## src/rtl/proc_control_unit.sv

```systemverilog
// proc_control_unit
//   Multi-cycle control unit for the 16-bit processor. Owns the program
//   counter and the instruction register. Fetches from a synchronous ROM,
//   decodes each instruction and sequences the register-file, data-memory
//   and ALU controls.
//
// Ports
//   Clk         rising-edge clock
//   ResetN      asynchronous active-low reset
//   IR_in       instruction-ROM read data (registered ROM, 1-cycle latency)
//   PC_Addr     instruction-ROM address (PC register)
//   IR_out      instruction register (debug)
//   State_out   state encoding (debug)
//   D_Addr      data-memory address
//   D_Wr        data-memory write enable
//   RF_s        RF write-data mux select (1 = data memory, 0 = ALU)
//   RF_W_Addr   RF write address
//   RF_W_en     RF write enable
//   RF_Ra_Addr  RF read port A address (ALU A)
//   RF_Rb_Addr  RF read port B address (ALU B)
//   ALU_sel     ALU op select
//   Halted      high while in Halt
module proc_control_unit #(
  parameter int pc_bits = 8
) (
  input  logic               Clk,
  input  logic               ResetN,
  input  logic [15:0]        IR_in,
  output logic [pc_bits-1:0] PC_Addr,
  output logic [15:0]        IR_out,
  output logic [3:0]         State_out,
  output logic [7:0]         D_Addr,
  output logic               D_Wr,
  output logic               RF_s,
  output logic [3:0]         RF_W_Addr,
  output logic               RF_W_en,
  output logic [3:0]         RF_Ra_Addr,
  output logic [3:0]         RF_Rb_Addr,
  output logic [2:0]         ALU_sel,
  output logic               Halted
);

  localparam logic [3:0] st_init   = 4'd0;
  localparam logic [3:0] st_fetch  = 4'd1;
  localparam logic [3:0] st_decode = 4'd2;
  localparam logic [3:0] st_noop   = 4'd3;
  localparam logic [3:0] st_load_a = 4'd4;
  localparam logic [3:0] st_load_b = 4'd5;
  localparam logic [3:0] st_store  = 4'd6;
  localparam logic [3:0] st_alu    = 4'd7;
  localparam logic [3:0] st_halt   = 4'd8;

  logic [3:0]         state_reg, state_next;
  logic [pc_bits-1:0] pc_reg;
  logic [15:0]        ir_reg;
  logic [3:0]         op;
  logic [2:0]         alu_sel_dec;

  assign op = ir_reg[15:12];

  // State, PC and IR. PC and IR only move at the end of Fetch.
  always_ff @(posedge Clk or negedge ResetN) begin
    if (!ResetN) begin
      state_reg <= st_init;
      pc_reg    <= '0;
      ir_reg    <= '0;
    end else begin
      state_reg <= state_next;
      if (state_reg == st_fetch) begin
        ir_reg <= IR_in;
        pc_reg <= pc_reg + pc_bits'(1);  // wraps silently
      end
    end
  end

  // ALU op select by opcode; zero for anything that is not an ALU op.
  always_comb begin
    alu_sel_dec = 3'd0;
    case (op)
      4'h3:    alu_sel_dec = 3'd1;  // ADD
      4'h4:    alu_sel_dec = 3'd2;  // SUB
      4'h6:    alu_sel_dec = 3'd4;  // XOR
      4'h7:    alu_sel_dec = 3'd5;  // OR
      4'h8:    alu_sel_dec = 3'd6;  // AND
      4'h9:    alu_sel_dec = 3'd7;  // INC
      default: alu_sel_dec = 3'd0;
    endcase
  end

  always_comb begin
    state_next = state_reg;
    case (state_reg)
      st_init:   state_next = st_fetch;
      st_fetch:  state_next = st_decode;
      st_decode: begin
        case (op)
          4'h1:                                   state_next = st_store;
          4'h2:                                   state_next = st_load_a;
          4'h3, 4'h4, 4'h6, 4'h7, 4'h8, 4'h9:     state_next = st_alu;
          4'h5:                                   state_next = st_halt;
          default:                                state_next = st_noop;  // NOOP and undefined
        endcase
      end
      st_load_a: state_next = st_load_b;
      st_noop, st_load_b, st_store, st_alu: state_next = st_fetch;
      st_halt:   state_next = st_halt;
      default:   state_next = st_init;
    endcase
  end

  // Control outputs decoded from state and IR only.
  always_comb begin
    D_Addr     = 8'd0;
    D_Wr       = 1'b0;
    RF_s       = 1'b0;
    RF_W_Addr  = 4'd0;
    RF_W_en    = 1'b0;
    RF_Ra_Addr = 4'd0;
    RF_Rb_Addr = 4'd0;
    ALU_sel    = 3'd0;
    Halted     = 1'b0;
    case (state_reg)
      st_store: begin
        D_Addr     = ir_reg[7:0];
        RF_Ra_Addr = ir_reg[11:8];
        D_Wr       = 1'b1;
      end
      // Synchronous data memory: address held across both load states,
      // the RF capture happens at the end of Load_B.
      st_load_a, st_load_b: begin
        D_Addr    = ir_reg[11:4];
        RF_s      = 1'b1;
        RF_W_Addr = ir_reg[3:0];
        RF_W_en   = (state_reg == st_load_b);
      end
      st_alu: begin
        RF_Ra_Addr = ir_reg[11:8];
        RF_Rb_Addr = ir_reg[7:4];
        RF_W_Addr  = ir_reg[3:0];
        ALU_sel    = alu_sel_dec;
        RF_W_en    = 1'b1;
      end
      st_halt:  Halted = 1'b1;
      default:  ;
    endcase
  end

  assign PC_Addr   = pc_reg;
  assign IR_out    = ir_reg;
  assign State_out = state_reg;

endmodule

```

## config.mk

```make
export PLATFORM = sky130hd
export DESIGN_NAME = proc_control_unit
export DESIGN_NICKNAME = d
export VERILOG_FILES = /design/src/rtl/proc_control_unit.sv
export SDC_FILE = /design/constraint.sdc
export NUM_CORES = 1
export LEC_CHECK = 0
export CELL_PAD_IN_SITES_DETAIL_PLACEMENT = 1
export CELL_PAD_IN_SITES_GLOBAL_PLACEMENT = 1
export CORE_MARGIN = 3
export CORE_UTILIZATION = 27
export CTS_CLUSTER_DIAMETER = 30
export DETAILED_ROUTE_END_ITERATION = 10
export GPL_TIMING_DRIVEN = 1
export PLACE_DENSITY = 0.8
export SLEW_MARGIN = 0
export SYNTH_ARGS = -nofsm -noshare
export SYNTH_HDL_FRONTEND = slang
export SYNTH_SLANG_ARGS = --single-unit
```

## constraint.sdc

```tcl
create_clock -name Clk -period 1.76 [get_ports Clk]
set_input_delay 0.176 -clock Clk [delete_from_list [all_inputs] [get_ports Clk]]
set_output_delay 0.176 -clock Clk [all_outputs]
set_load 0.02 [all_outputs]
```

==> run metrics, run 1 <==
Startpoint Class register; initial antenna violation count 0; port bufs 72; cell area after synthesis 1550 sq um; vias in the first global route 1670; Total Power 4.94 mW; register area share after synthesis 45.2%; post-synthesis cell type count 31; length of the first detailed-routing pass in iterations 4; Crit path required time 1940 ps; number of synthesized flops with an enable pin 0; layout cell share with drive strength beyond 1 26.2%; CTS Buf Count 3; Initial Util 29.0%; Max Cap Viol 0; Synth Register Bits 28; io pins 73; gr usage total 17.1%; n_diodes 0; # fillers 662; Clock transition at path regs 100 ps; residual DRC count 0; fmax 571 MHz; HP Class input port to async pin; Final Wtd Congestion 0.745; Fin Hold WS 278 ps; crit end category register; Max Root-Sink Buffers 2; yosys warns 0; Slew Limit Fails 0; Routed WL 5.46 mm; post-synthesis instance total 170; Pint 2.72 mW; Vias 1592; first-iteration detailed-routing DRC count 48; # clock sinks 28; # H-tree levels 1; Final Hold Fails 0; Sw Pwr 2.22 mW; Async SR Flop Fraction 100%; first-pass GRT wire length 8.72 mm; die area 6680 sq um; Setup WS post-layout 10.1 ps; Final Instance Area 2530 sq um; clk_lat worst skew 280 ps; critical path type register to register; Final Cycle Share 99.4%; top-area cell type share of the netlist area 45.2%; Root Driver clkbuf_8; largest cells by area after synthesis dfrtp_1 (45%), nand2_1 (12%), ha_1 (5.7%), a22o_1 (4.5%), and3_1 (4.0%); Post-Syn Nets 195; dpl ws -31.0 ps; Clk network pwr share 10.6%; WP data arrival 1930 ps; Post-DRT Antenna Nets 0; peak supply drop 0.687 mV; Max Fanout on Critical Path 8; Placement Rows 26; Leakage Power 1.32 nW; skew final 3.02 ps; Worst Tran Pin Value 407 ps; Setup Viol. Count Final 0; WL/cell 16.2 microns; # nets final 293; Power Dens Cells 1950 nW/um^2; switch share 45.0%; Vias/cell 4.72; Synth area leader dfrtp_1; Die W 81.7 microns; Reg power frac 26.0%; Core Footprint 5340 sq um; largest net degree at the start of global routing 29; CTS tree yes; Comb pwr share 63.5%; die height 81.7 microns; Top FF cell, synth dfrtp_1; total grt overflow 0; DPL Wire Length 4.16 mm; syn avg cell area 9.11 sq um; RSZ-0062 raised after global routing true; dpl cell area 2520 sq um; relative slew slack 72.7%; P&R area growth vs syn 63.5%; min cycle time layout 1750 ps; status complete, no violations
[synth_stat cells, types with 5 or more instances]
cell type / n
a22o_1: 8
dfrtp_1: 28
and3_1: 10
ha_1: 7
xnor2_1: 5
nand2_1: 51
and2_1: 5
o21ai_0: 5
[worst paths after layout]
kind / startpoint / endpoint / slack (ps) / depth (start not counted)
min in group Clk: IR_in[10] / IR_out[10] / 410 / 3
worst min register to register: PC_Addr[7] / PC_Addr[7] / 470 / 1
worst min-delay path: ResetN / IR_out[12] / 280 / 2
worst max register to register: State_out[3] / IR_out[7] / 10 / 6
worst max-delay path: State_out[3] / IR_out[7] / 10 / 6
max in group asynchronous: ResetN / State_out[0] / 1210 / 2
[critical path, stage by stage, from the launching register on]
cell     delay (ps)
dfrtp_1         450
buf_4           150
buf_4           160
or4b_4          570
buf_4           200
nand2_1          60
nand2_1          60
[power groups by stage]
stage / registers (mW) / logic [mW] / clock network, mW
2_1_floorplan: 1.58 / 1.24 / 0
6_report: 1.28 / 3.14 / 0.522
4_1_cts: 1.28 / 3.07 / 0.524
5_1_grt: 1.34 / 3.46 / 0.566
3_3_place_gp: 1.27 / 3.02 / 0
3_5_place_dp: 1.30 / 3.09 / 0
[registers in the layout, summed over array words and instances (netlist names)]
signal and cells:
State_out 4, PC_Addr 8, IR_out 16
[repair_timing]
item / in CTS / in global routing
setup buffers: 1 / 2
hold buffers: 0 / 0
setup endpoints to repair: 27 / 48
gates cloned: 0 / 0
gates resized for setup: 69 / 39
hold endpoints to repair: 0 / 0
pin swaps: 0 / 4
[area by class of cell]
type	count	area, sq um	area share, %
flip-flops and latches	28	701	27.7
repair buffers	102	827	32.7
well taps	70	87.6	3.46
clock buffers	3	41.3	1.63
inverters	3	11.3	0.445
multi-input cells	130	835	33.0
clock inverters	1	30.0	1.19
[layer usage]
layer	GRT usage [%]	part of all wire [%]	wire length, microns	up-vias
met4	2.99	0.53	29	0
met2	29.2	51	2760	53
met5	0	0	0	-
met1	21.9	41	2260	767
li1	-	-	-	768
met3	4.71	7.4	404	4
[kinds of logic (layout without fill, tap and decap cells)]
family | count (synthesis) | in the layout | synth area share [%]
DFF | 28 | 28 | 45.2
AOI/OAI and AO/OA | 22 | 22 | 9.94
xor gates and xnor gates | 7 | 7 | 3.96
adders and majority gates | 7 | 7 | 5.65
muxes | 3 | 3 | 2.02
buffers and inverters | 12 | 109 | 4.12
and+or+nand+nor | 91 | 91 | 29.1
[stage by stage]
stage	cells	util, %	setup TNS [ps]
3_5_place_dp	330	47.3	-228
2_1_floorplan	170	-	0
4_1_cts	335	48.1	0
3_3_place_gp	330	47.3	0
5_1_grt	337	47.5	-331
6_report	337	47.5	0
[cell usage in the layout (no fill, tap or decap), types with 5 or more instances in the layout]
cell type / instances
a22o_1: 8
xnor2_1: 5
dfrtp_1: 28
and2_1: 5
buf_2: 13
buf_4: 30
ha_1: 7
nand2_1: 51
and3_1: 9
clkbuf_2: 12
clkdlybuf4s50_1: 43
Power figures use the tool's default switching activity.
==> run 2, diff against run 1 <==
--- a/config.mk
+++ b/config.mk
@@ -13,6 +13,7 @@
 export DETAILED_ROUTE_END_ITERATION = 10
 export GPL_TIMING_DRIVEN = 1
 export PLACE_DENSITY = 0.8
+export SKIP_CTS_REPAIR_TIMING = 1
 export SLEW_MARGIN = 0
 export SYNTH_ARGS = -nofsm -noshare
 export SYNTH_HDL_FRONTEND = slang
==> run 2 against run 1 <==
Compared with the run above: wire length fell by 2.4%; clock power fell by 1%; sequential power barely moved; sequential share of layout area decreased by 0.59 points; core utilization grew 1.0 points; critical path depth shrank 1; total power shrank 1.6%; clock-buffer cell count unchanged; cell count decreased by 0.59%; worst setup slack improved by 62 ps; worst hold slack improved by 3.6 ps; critical path type is now register to primary output; highest routed layer unchanged.
==> run metrics, run 2 (synthesis results as in run 1) <==
total grt overflow 0 (unchanged); dpl cells 330 (unchanged); first-iteration detailed-routing DRC count 67 (+40%); Slowest cell on crit path dfrtp_1; # nets final 291 (-0.68%); max reg flops 16 (unchanged); Max Fanout on Critical Path 3 (-5); Power Dens Cells 1880 nW/um^2 (-3.7%); gr usage total 17.0% (-0.16 points); crit end category primary output; Max Cap Viol 0 (unchanged); switch share 44.5% (-0.43 points); Clk network pwr share 10.6% (about the same); min cycle time layout 1690 ps (-61.6 ps); Root Driver clkbuf_8; Pint 2.70 mW (-0.86%); Vias 1562 (-1.9%); largest net degree at the start of global routing 29 (unchanged); CTS tree yes; Fin Setup TNS 0 ps (unchanged); P&R area growth vs syn 67.0%; Placement Rows 26 (unchanged); residual DRC count 0 (unchanged); fin cells 335 (-0.59%); cell-by-cell trace of the critical path nor2b_2 -> buf_4 -> buf_4 -> and3_1 -> dlymetal6s2s_1; status complete, no violations; Slew Limit Fails 0 (unchanged); HP Class input port to async pin; CTS Buf Count 3 (unchanged); Final Wtd Congestion 0.745 (unchanged); length of the first detailed-routing pass in iterations 4 (unchanged); Sw Pwr 2.17 mW (-2.6%); Routed WL 5.33 mm (-2.4%); skew final 2.15 ps (-0.868 ps); Final Cycle Share 95.9% (-3.5 points); first-pass GRT wire length 8.61 mm (-1.3%); Final Instance Area 2590 sq um (+2.2%); Startpoint Class register; Leakage Power 1.49 nW (+13%); initial antenna violation count 0 (unchanged); critical path type register to primary output; Core Footprint 5340 sq um (unchanged); die area 6680 sq um (unchanged); Clock transition at path regs 100 ps (about the same); Max Root-Sink Buffers 2 (unchanged); n_diodes 0 (unchanged); commonest non-fill, non-tap cells in the layout nand2_1 (51), clkdlybuf4s50_1 (45), dfrtp_1 (28), buf_4 (28), dlymetal6s2s_1 (15); dpl cell area 2520 sq um (unchanged); Total Power 4.86 mW (-1.6%); vias in the first global route 1649 (-1.3%); layout cell share with drive strength beyond 1 20.4% (-5.8 points); Crit path required time 1580 ps (-360 ps); # clock sinks 28 (unchanged); port bufs 72 (unchanged); CP dominant cell by count buf_4; WL/cell 15.9 microns (-1.8%); peak supply drop 0.695 mV (+1.1%); largest stage delay on the critical path 430 ps (-140 ps); Vias/cell 4.66 (-1.3%); die height 81.7 microns (unchanged); RSZ-0062 raised after global routing true; Fin Hold WS 282 ps (+3.56 ps); Final Hold Fails 0 (unchanged); DPL Wire Length 4.16 mm (unchanged); Comb pwr share 63.1% (-0.4 points); relative slew slack 65.4% (-7.3 points); Initial Util 29.0% (unchanged); WP data arrival 1510 ps (-420 ps); Worst Tran Pin Value 517 ps (+110 ps); io pins 73 (unchanged); Reg power frac 26.3% (+0.3 points); clk_lat worst skew 280 ps (about the same); Post-DRT Antenna Nets 0 (unchanged); commonest non-fill, non-tap cell in the layout nand2_1; fmax 592 MHz (+3.6%); # H-tree levels 1 (unchanged); Setup Viol. Count Final 0 (unchanged); Die W 81.7 microns (unchanged)
==> run 2: path summary, 6_finish.rpt <==
check / start / end / slack, ps / depth (start not counted)
setup / recovery: State_out[3] / RF_Ra_Addr[3] / 70 / 5
hold / removal: ResetN / IR_out[12] / 280 / 2
setup reg to reg: State_out[3] / PC_Addr[0] / 110 / 4
hold reg to reg: PC_Addr[7] / PC_Addr[7] / 470 / 1
max in group asynchronous: ResetN / IR_out[2] / 1210 / 2
min in group Clk: IR_in[1] / IR_out[1] / 420 / 3
==> run 2: metrics by stage <==
| stage | setup slack (ps) | util (%) |
|---|---|---|
| after floorplan | 73.9 | - |
| after global placement | 19.3 | 47.3 |
| after detailed placement | -31.0 | 47.3 |
| after CTS | -414 | 48.6 |
| after global routing | -8.92 | 48.5 |
| final | 71.8 | 48.5 |
==> run 2: layout make-up <==
cell class | instances | area [sq um]
clock buffer | 3 | 41.3
clock inverter | 1 | 30.0
fill | 655 | 2750
inverter | 3 | 11.3
multi-input combinational | 130 | 808
sequential | 28 | 701
tap | 70 | 87.6
timing repair buffer | 100 | 908
==> run 2: layer usage <==
layer  part of all wire [%]  vias to the layer above  track usage (%)
met3                    7.4                        4             4.71
met2                     49                       54             28.4
met4                   0.54                        0             2.99
li1                       -                      762                -
met1                     43                      742             22.0
met5                      0                        -                0
==> run 2: worst max-delay path: cells and delay by family, from the launching register on <==
kind	cells	cell delay, ps
buffers and inverters	3	480
AND/OR/NAND/NOR	2	340
flip-flops	1	430
==> run 2: power groups by stage <==
stage,Combinational (mW),Clock [mW],Sequential [mW]
finish,3.07,0.517,1.28
detailed placement,3.09,0,1.30
floorplan,1.24,0,1.58
global placement,3.02,0,1.27
global route,3.39,0.563,1.33
CTS,3.11,0.524,1.28
==> run 3, diff against run 2 <==
--- a/config.mk
+++ b/config.mk
@@ -7,7 +7,6 @@
 export LEC_CHECK = 0
 export CELL_PAD_IN_SITES_DETAIL_PLACEMENT = 1
 export CELL_PAD_IN_SITES_GLOBAL_PLACEMENT = 1
-export CORE_MARGIN = 3
 export CORE_UTILIZATION = 27
 export CTS_CLUSTER_DIAMETER = 30
 export DETAILED_ROUTE_END_ITERATION = 10
==> run 3 against run 2 <==
Compared with the run above: cell count is 0.60% lower; clock-buffer cell count is the same; worst hold slack got worse by 13 ps; combinational power decreased by 4%; register-to-register slack worse by 40 ps; wire length down 4.6%.
==> run metrics, run 3 (synthesis results as in run 1) <==
relative slew slack 71.0% (+5.6 points); residual DRC count 0 (unchanged); length of the first detailed-routing pass in iterations 4 (unchanged); die height 77.7 microns (-4.9%); layout cell share with drive strength beyond 1 20.3% (-0.071 points); R2R depth 5 (+1); Clock transition at path regs 100 ps (about the same); Placement Rows 27 (+3.8%); Max Fanout on Critical Path 6 (+3); Vias 1612 (+3.2%); fmax 584 MHz (-1.4%); dpl ws -57.3 ps (-26.3 ps); Setup WS post-layout 47.4 ps (-24.4 ps); port bufs 72 (unchanged); io pins 73 (unchanged); P&R area growth vs syn 64.4%; Final Hold Fails 0 (unchanged); # fillers 659 (+0.61%); Leakage Power 1.43 nW (-4.0%); Vias/cell 4.84 (+3.8%); commonest non-fill, non-tap cells in the layout nand2_1 (51), clkdlybuf4s50_1 (45), dfrtp_1 (27); gr usage total 17.6% (+0.65 points); # H-tree levels 1 (unchanged); top cell family by delay on the critical path flip-flops; critical path type register to primary output; max reg flops 16 (unchanged); Setup Viol. Count Final 0 (unchanged); skew final 6.99 ps (+4.83 ps); Power Dens Cells 1870 nW/um^2 (-0.30%); first-pass GRT wire length 8.22 mm (-4.6%); Final Wtd Congestion 0.786 (+5.5%); clk_lat worst skew 280 ps (about the same); Root Driver clkbuf_8; Initial Util 28.1% (-0.90 points); # clock sinks 28 (unchanged); crit end category primary output; WP data arrival 1540 ps (+30 ps); total grt overflow 0 (unchanged); vias in the first global route 1706 (+3.5%); Post-DRT Antenna Nets 0 (unchanged); initial antenna violation count 0 (unchanged); Crit path required time 1580 ps (about the same); WL/cell 15.3 microns (-4.0%); CTS Buf Count 3 (unchanged); reg2reg end IR_out[0]; Final Cycle Share 97.3% (+1.4 points); peak supply drop 0.689 mV (-0.79%); worst reg2reg startpoint State_out[3]; CTS tree yes; n_diodes 0 (unchanged); Max Root-Sink Buffers 2 (unchanged); min cycle time layout 1710 ps (+24.4 ps); largest stage delay on the critical path 420 ps (about the same); largest net degree at the start of global routing 29 (unchanged); first-iteration detailed-routing DRC count 43 (-36%); Fin Setup TNS 0 ps (unchanged); cell-by-cell trace of the critical path nand2b_1 -> nor2_2 -> buf_4 -> a22o_1 -> clkbuf_2; Worst Tran Pin Value 433 ps (-84.1 ps); Core Footprint 5510 sq um (+3.2%); RSZ-0062 raised after global routing false; Fin Hold WS 269 ps (-13.3 ps); Max Cap Viol 0 (unchanged); DPL Wire Length 3.89 mm (-6.4%); status complete, no violations; Slowest cell on crit path dfrtp_1; CP bufs+invs 2 (-1); Total Power 4.77 mW (-1.9%); HP Class input port to async pin; Startpoint Class register; Slew Limit Fails 0 (unchanged); Routed WL 5.09 mm (-4.6%); Die W 77.7 microns (-4.9%); commonest non-fill, non-tap cell in the layout nand2_1; FF-to-FF setup slack 70 ps (-40 ps); die area 6040 sq um (-9.5%); # nets final 287 (-1.4%); Finished Core Util 46.2% (-2.3 points)
run 3: power breakdown:
group	total [mW]	internal, mW	switching, mW
clock	0.512	0.305	0.207
sequential	1.31	0.944	0.364
combinational	2.95	1.38	1.57
total	4.77	2.63	2.14
run 3: worst register-to-register path, cell delays in order (launching register included):
cell and delay, ps:
dfrtp_1 420, buf_4 180, or4b_4 580, buf_4 230
nand2_1 100, nand2_1 70
run 3: how the worst max path moves through the flow:
stage	from	endpoint	slack [ps]	depth (start not counted)
after floorplan	State_out[0]	D_Addr[0]	70	4
after global routing	State_out[3]	D_Addr[7]	0.1	5
after detailed placement	State_out[2]	RF_Rb_Addr[3]	-60	4
after global placement	State_out[2]	RF_Rb_Addr[3]	-40	4
final	State_out[3]	D_Addr[3]	50	5
after CTS	State_out[2]	RF_Rb_Addr[3]	-380	4
run 3: stage by stage:
step | area (sq um) | cells
after floorplan | 1550 | 170
after global placement | 2500 | 329
after detailed placement | 2500 | 329
after CTS | 2570 | 333
after global routing | 2550 | 333
final | 2550 | 333
run 3: area by class of cell:
class                      count  area [sq um]  share of cell area [%]
timing repair buffer          96           863                    33.9
multi-input combinational    130           808                    31.7
sequential                    28           702                    27.6
tap                           72          90.1                    3.54
clock buffer                   3          41.3                    1.62
clock inverter                 1          30.0                    1.18
inverter                       3          11.3                   0.442
run 3: per-layer routing:
metal | GRT usage [%] | vias to the layer above | routed length [microns]
met5 | 0 | - | 0
met4 | 5.66 | 0 | 69
met3 | 4.00 | 7 | 327
met2 | 30.9 | 48 | 2490
met1 | 21.2 | 800 | 2200
li1 | - | 757 | -
